==> config.mk <==
export PLATFORM = sky130hd
export DESIGN_NAME = rtc_alarm_timer
export DESIGN_NICKNAME = d
export VERILOG_FILES = /design/src/rtl/rtc_pkg.sv /design/src/rtl/rtc_alarm_channel.sv /design/src/rtl/rtc_alarm_timer.sv
export SDC_FILE = /design/constraint.sdc
export NUM_CORES = 1
export LEC_CHECK = 0
export ABC_AREA = 1
export BUFFER_PORTS_ARGS = -buffer_cell sky130_fd_sc_hd__buf_2
export CORE_MARGIN = 4
export CORE_UTILIZATION = 25
export CTS_BUF_LIST = sky130_fd_sc_hd__clkbuf_4
export CTS_CLUSTER_SIZE = 24
export DETAILED_ROUTE_END_ITERATION = 8
export GPL_TIMING_DRIVEN = 0
export PLACE_DENSITY_LB_ADDON = 0.2
export SLEW_MARGIN = 40
export SYNTH_ARGS = -nofsm -noshare
export SYNTH_HDL_FRONTEND = slang
export SYNTH_SLANG_ARGS = --single-unit
==> constraint.sdc <==
create_clock -name clk -period 12.6 [get_ports clk]
set_clock_uncertainty 0.05 [all_clocks]
set_input_delay 0.63 -clock clk [delete_from_list [all_inputs] [get_ports clk]]
set_output_delay 0.63 -clock clk [all_outputs]
set_load 0.01 [all_outputs]
==> src/rtl/rtc_pkg.sv <==
// Shared constants and elaboration helpers for the real-time clock.
// Contents:
//   RTC_TICKS_PER_SEC / RTC_SUB_W / RTC_SEC_W - default geometry (1 us tick).
//   RTC_MAX_ALARMS                            - largest legal alarm count.
//   rtc_sub_last()                            - terminal sub-second count.
//   rtc_params_ok()                           - geometry legality check.
package rtc_pkg;

  localparam int RTC_TICKS_PER_SEC = 1_000_000;
  localparam int RTC_SUB_W         = 20;
  localparam int RTC_SEC_W         = 32;
  localparam int RTC_MAX_ALARMS    = 8;

  // Last sub-second value before a seconds rollover.
  function automatic int rtc_sub_last(input int ticks_per_sec);
    return ticks_per_sec - 1;
  endfunction

  // The sub-second counter must be able to hold 0..ticks_per_sec-1.
  // 64-bit arithmetic keeps the shift safe for sub_w up to 32.
  function automatic bit rtc_params_ok(input int ticks_per_sec, input int sub_w);
    return (ticks_per_sec >= 2) &&
           (longint'(ticks_per_sec) <= (longint'(1) << sub_w));
  endfunction

endpackage

==> src/rtl/rtc_alarm_channel.sv <==
// One seconds-match alarm channel: compare register, match logic and a
// sticky interrupt flag.
// Ports:
//   clk, rst      - clock, asynchronous active-high reset
//   rollover      - counting rollover happens on this edge
//   next_seconds  - seconds value that the rollover is about to load
//   ena           - channel enable level
//   wr_en/wr_data - compare register write
//   clr           - write-1-to-clear for the flag
//   irq_flag      - sticky match flag
module rtc_alarm_channel
  import rtc_pkg::*;
#(
  parameter int SEC_W = RTC_SEC_W
) (
  input  logic             clk,
  input  logic             rst,
  input  logic             rollover,
  input  logic [SEC_W-1:0] next_seconds,
  input  logic             ena,
  input  logic             wr_en,
  input  logic [SEC_W-1:0] wr_data,
  input  logic             clr,
  output logic             irq_flag
);

  logic [SEC_W-1:0] cmp_q;
  logic             match_set;

  // The match reads cmp_q before this edge's write lands, so a compare
  // write coinciding with a rollover is judged against the old value.
  assign match_set = rollover && ena && (next_seconds == cmp_q);

  always_ff @(posedge clk or posedge rst) begin
    if (rst) begin
      // NOTE: the compare register resets to all-ones, not zero, so a
      // freshly reset channel cannot fire on the first rollover to 0.
      cmp_q    <= '1;
      irq_flag <= 1'b0;
    end else begin
      if (wr_en) cmp_q <= wr_data;
      // Set has priority over a simultaneous clear.
      irq_flag <= match_set | (irq_flag & ~clr);
    end
  end

endmodule

==> src/rtl/rtc_alarm_timer.sv <==
// Parametrised real-time clock: sub-second and seconds counters driven by
// a shared tick, coherent snapshot capture, and NUM_ALARMS seconds-match
// alarm channels with sticky flags.
// Ports:
//   clk, rst                    - clock, asynchronous active-high reset
//   tick, run                   - tick pulse, count enable level
//   sec_wr_en, sec_wr_data      - seconds load (clears sub-second count)
//   alarm_wr_en, alarm_wr_data  - per-channel compare write, shared data
//   alarm_ena, irq_clr          - per-channel enable, flag clear
//   snap                        - capture the current seconds/subsec pair
//   seconds_out, subsec_out     - live counters
//   snap_sec, snap_sub          - captured pair
//   sec_pulse                   - one cycle after each counting rollover
//   irq_flag, irq               - sticky flags and their OR
module rtc_alarm_timer
  import rtc_pkg::*;
#(
  parameter int TICKS_PER_SEC = RTC_TICKS_PER_SEC,
  parameter int SUB_W         = RTC_SUB_W,
  parameter int SEC_W         = RTC_SEC_W,
  parameter int NUM_ALARMS    = 2
) (
  input  logic                  clk,
  input  logic                  rst,
  input  logic                  tick,
  input  logic                  run,
  input  logic                  sec_wr_en,
  input  logic [SEC_W-1:0]      sec_wr_data,
  input  logic [NUM_ALARMS-1:0] alarm_wr_en,
  input  logic [SEC_W-1:0]      alarm_wr_data,
  input  logic [NUM_ALARMS-1:0] alarm_ena,
  input  logic [NUM_ALARMS-1:0] irq_clr,
  input  logic                  snap,
  output logic [SEC_W-1:0]      seconds_out,
  output logic [SUB_W-1:0]      subsec_out,
  output logic [SEC_W-1:0]      snap_sec,
  output logic [SUB_W-1:0]      snap_sub,
  output logic                  sec_pulse,
  output logic [NUM_ALARMS-1:0] irq_flag,
  output logic                  irq
);

  if (!rtc_params_ok(TICKS_PER_SEC, SUB_W)) begin : g_bad_ticks
    $fatal(1, "rtc_alarm_timer: TICKS_PER_SEC must be in 2..2**SUB_W");
  end
  if (NUM_ALARMS < 1 || NUM_ALARMS > RTC_MAX_ALARMS) begin : g_bad_alarms
    $fatal(1, "rtc_alarm_timer: NUM_ALARMS must be in 1..8");
  end

  localparam logic [SUB_W-1:0] SUB_LAST = SUB_W'(rtc_sub_last(TICKS_PER_SEC));

  logic [SEC_W-1:0] seconds_q;
  logic [SUB_W-1:0] subsec_q;
  logic [SEC_W-1:0] seconds_inc;
  logic             count_en;
  logic             rollover;

  // A seconds write owns the cycle: the tick is dropped, so neither an
  // increment nor a rollover (and hence no alarm match) can occur.
  assign count_en    = tick && run && !sec_wr_en;
  assign rollover    = count_en && (subsec_q == SUB_LAST);
  assign seconds_inc = seconds_q + SEC_W'(1);

  always_ff @(posedge clk or posedge rst) begin
    if (rst) begin
      seconds_q <= '0;
      subsec_q  <= '0;
      snap_sec  <= '0;
      snap_sub  <= '0;
      sec_pulse <= 1'b0;
    end else begin
      // NOTE: non-blocking assignments make every read below see the
      // pre-edge values, which is what keeps the snapshot coherent.
      if (sec_wr_en) begin
        seconds_q <= sec_wr_data;
        subsec_q  <= '0;
      end else if (count_en) begin
        if (rollover) begin
          seconds_q <= seconds_inc;
          subsec_q  <= '0;
        end else begin
          subsec_q <= subsec_q + SUB_W'(1);
        end
      end
      if (snap) begin
        snap_sec <= seconds_q;
        snap_sub <= subsec_q;
      end
      sec_pulse <= rollover;
    end
  end

  assign seconds_out = seconds_q;
  assign subsec_out  = subsec_q;

  for (genvar i = 0; i < NUM_ALARMS; i++) begin : g_alarm
    rtc_alarm_channel #(
      .SEC_W (SEC_W)
    ) u_chan (
      .clk          (clk),
      .rst          (rst),
      .rollover     (rollover),
      .next_seconds (seconds_inc),
      .ena          (alarm_ena[i]),
      .wr_en        (alarm_wr_en[i]),
      .wr_data      (alarm_wr_data),
      .clr          (irq_clr[i]),
      .irq_flag     (irq_flag[i])
    );
  end

  assign irq = |irq_flag;

endmodule

==> flow_metrics.tcl <==
set metrics [dict create \
    tns_ns 0 \
    synth_top_family_by_area "simple AND/OR/NAND/NOR gates" \
    rows 70 \
    p_per_area_nw_per_um2 111.1 \
    grtUsageMet3 0.04744 \
    max_freq_ghz 0.3718 \
    max-vdd-ir-drop_mv 0.05490 \
    synth_cells 1253 \
    grt.met1_usage 0.2364 \
    grt-ovfl-total 0 \
    fin_crit_ns 2.689 \
    cts_buffers 17 \
    cts_resized 0 \
    max-clock-path-buffers 2 \
    slew_headroom 0.4302 \
    wirelength_mm 37.03 \
    final_cell_mix "nand2_1, buf_2, nor2_1" \
    synth_top_area_share 0.2831 \
    r2r_slack_ns 9.91 \
    via_per_inst 4.635 \
    grt_pass1_wl_mm 55.80 \
    synth_xor_area_frac 0.01971 \
    holdBufCountCts 1 \
    fin_util 0.3072 \
    worstPathMaxFanout 8 \
    path_cells "ha_1 > nand2_2 > nor2_8 > nand2_4 > nor2_2 > nand2_1 > nand3_1 > nand2_1 > nor2_1 > nand3_1 > nor2_1 > nand3_1 > nand2_1" \
    nets 1533 \
    crit_path_end_kind "flip-flop" \
    yosysWarnings 0 \
    worst_ep_required_time_ns 13.11 \
    ios 184 \
    mostFrequentLayoutCell "nand2_1" \
    num_vias 9149 \
    ant_nets 0 \
    cts-root-buf "clkbuf_4" \
    grt_use_met2 0.2975 \
    hold_violations 0 \
    r2r_start "seconds_out[0]" \
    grt_max_degree 49 \
    min_from "alarm_wr_data[28]" \
    cts_sinks 171 \
    synth_compound_area_frac 0.1078 \
    synth_area_sq_um 9459 \
    fin_crit_sh 0.2134 \
    leakage_nw 5.555 \
    drtPass1Iterations 7 \
    drv_slew 0 \
    grt_usage 0.1788 \
    setup_violations 0 \
    grt_pass1_vias 9133 \
    die_h_microns 202.5 \
    maxCapViolations 0 \
    ys_seq_elements 171 \
    seq_power_share 0.516 \
    die_x_microns 202.5 \
    antenna_found_initial 8 \
    p_int_mw 0.8103 \
    die_area_sq_um 41010 \
    rsz0062_at_grt "no" \
    slowest_delay_ns 0.59 \
    synth.distinct_cells 40 \
    r2r_end "g_alarm[0].u_chan.irq_flag" \
    wl_per_cell_microns 18.76 \
    post_cts_buffers 0 \
    synth_edf_count 0 \
    dp_hpwl_mm 28.66 \
    synth_area_leaders "dfrtp_1, dfstp_2, nand2_1" \
    synth_mux_area_frac 0.02381 \
    synth_seq_area_share 0.4608 \
    synth-main-ff-cell "dfrtp_1" \
    swShare 0.3579 \
    cp.arrival_ns 3.19 \
    drc 0 \
    endpoint "g_alarm[0].u_chan.irq_flag" \
    clk_latency_ns 0.63 \
    switchingPower_mw 0.4516 \
    cts_tree "done" \
    start_util 0.2559 \
    crit_slowest_cell "dfrtp_1" \
    cts.clk_slew.worst_paths_ns 0.17 \
    place.gp.congestion 0.8877 \
    clockPowerShare 0.264 \
    hold_class "primary input to flip-flop" \
    syn_avg_cell_area_sq_um 7.549 \
    path_class "flip-flop to flip-flop" \
    async_flop_share 1.000 \
    r2r_cells 13 \
    htreeDepth 4 \
    syn-num-nets 1331 \
    cp-startpoint "seconds_out[0]" \
    drive_gt1_frac 0.2330 \
    syn2layout_area_growth_pct 20.04 \
    critPathLaunchType "flip-flop" \
    synth_simple_gate_area_frac 0.3146 \
    core-area_sq_um 36960 \
    busiest_layer "met2" \
    worstMarginPinSlew_ns 0.8547 \
    drt_iter0_drc 610 \
    synthAdderAreaFrac 0.002646 \
    comb_power_share 0.220 \
    status "finished clean" \
    port_buffers 179 \
    yosysTopAreaCell "dfrtp_1" \
]
## critical path, delay by kind of cell, from the launching register on
kind,cells,cell delay [ns]
and+or+nand+nor,12,1.71
DFF,1,0.59
adders and majority gates,1,0.27
## Yosys cell counts (12+ instances only)
| library cell | instances |
|---|---|
| nand2_1 | 324 |
| nor2_1 | 162 |
| nand3_1 | 148 |
| inv_1 | 129 |
| dfrtp_1 | 107 |
| o21ai_0 | 85 |
| dfstp_2 | 64 |
| a21oi_1 | 54 |
| clkbuf_1 | 28 |
| o22ai_1 | 22 |
| mux2_2 | 20 |
| a31oi_1 | 12 |
## flip-flops by register name, summed over array words and instances, names as in the netlist
signal	cells
g_alarm.u_chan.cmp_q	64
seconds_out	32
snap_sec	32
snap_sub	20
subsec_out	20
g_alarm.u_chan.irq_flag	2
sec_pulse	1
## metal layers
metal  vias up  routed length (microns)
met4        14                      553
met5         -                       84
met1      4372                    16730
met2       234                    17370
met3        38                     2290
li1       4491                        -
## power by group through the flow
stage          clock, mW  sequential (mW)  combinational (mW)
3_5_place_dp           0            0.661               0.281
2_1_floorplan          0            0.663               0.158
6_report           0.333            0.652               0.278
5_1_grt            0.369            0.659               0.313
4_1_cts            0.351            0.652               0.282
3_3_place_gp           0            0.661               0.275
## worst min path at each step
stage / endpoint / slack, ns / cells after the start
global placement: g_alarm[0].u_chan.cmp_q[21] / 0.43 / 2
floorplan: g_alarm[0].u_chan.cmp_q[10] / 0.41 / 2
finish: g_alarm[0].u_chan.cmp_q[28] / 0.15 / 3
global route: g_alarm[1].u_chan.cmp_q[26] / 0.09 / 3
CTS: g_alarm[0].u_chan.cmp_q[28] / 0.09 / 3
detailed placement: g_alarm[1].u_chan.cmp_q[9] / 0.44 / 2
## cell type report
cell class	instances	area, sq um
antenna	2	5.005
sequential	171	4359
clock inverter	14	132.6
clock buffer	18	135.1
multi-input combinational	908	4432
buffer	41	172.7
inverter	133	506.7
fill	4107	25610
timing repair buffer	183	980.9
tap	504	630.6
## metrics by stage
stage	hold WS, ns	instance area [sq um]	total power, mW	cells	setup slack (ns)
after CTS	0.08738	11350	1.285	1972	9.881
after global routing	0.08835	11350	1.341	1974	9.647
final	0.1545	11350	1.262	1974	9.911
after global placement	0.4284	10990	0.9362	1936	4.581
after detailed placement	0.4366	11070	0.9419	1939	9.774
after floorplan	0.4110	9459	0.8204	1253	7.394
## cell families (layout without fill, tap and decap cells)
kind of cell	Yosys count	in the layout
buffers and inverters	174	389
AOI/OAI and AO/OA	188	188
and+or+nand+nor	683	683
xor gates and xnor gates	15	15
adders and majority gates	2	2
DFF	171	171
other	0	2
muxes	20	20
Note: power is estimated with default switching activity, not from simulation.
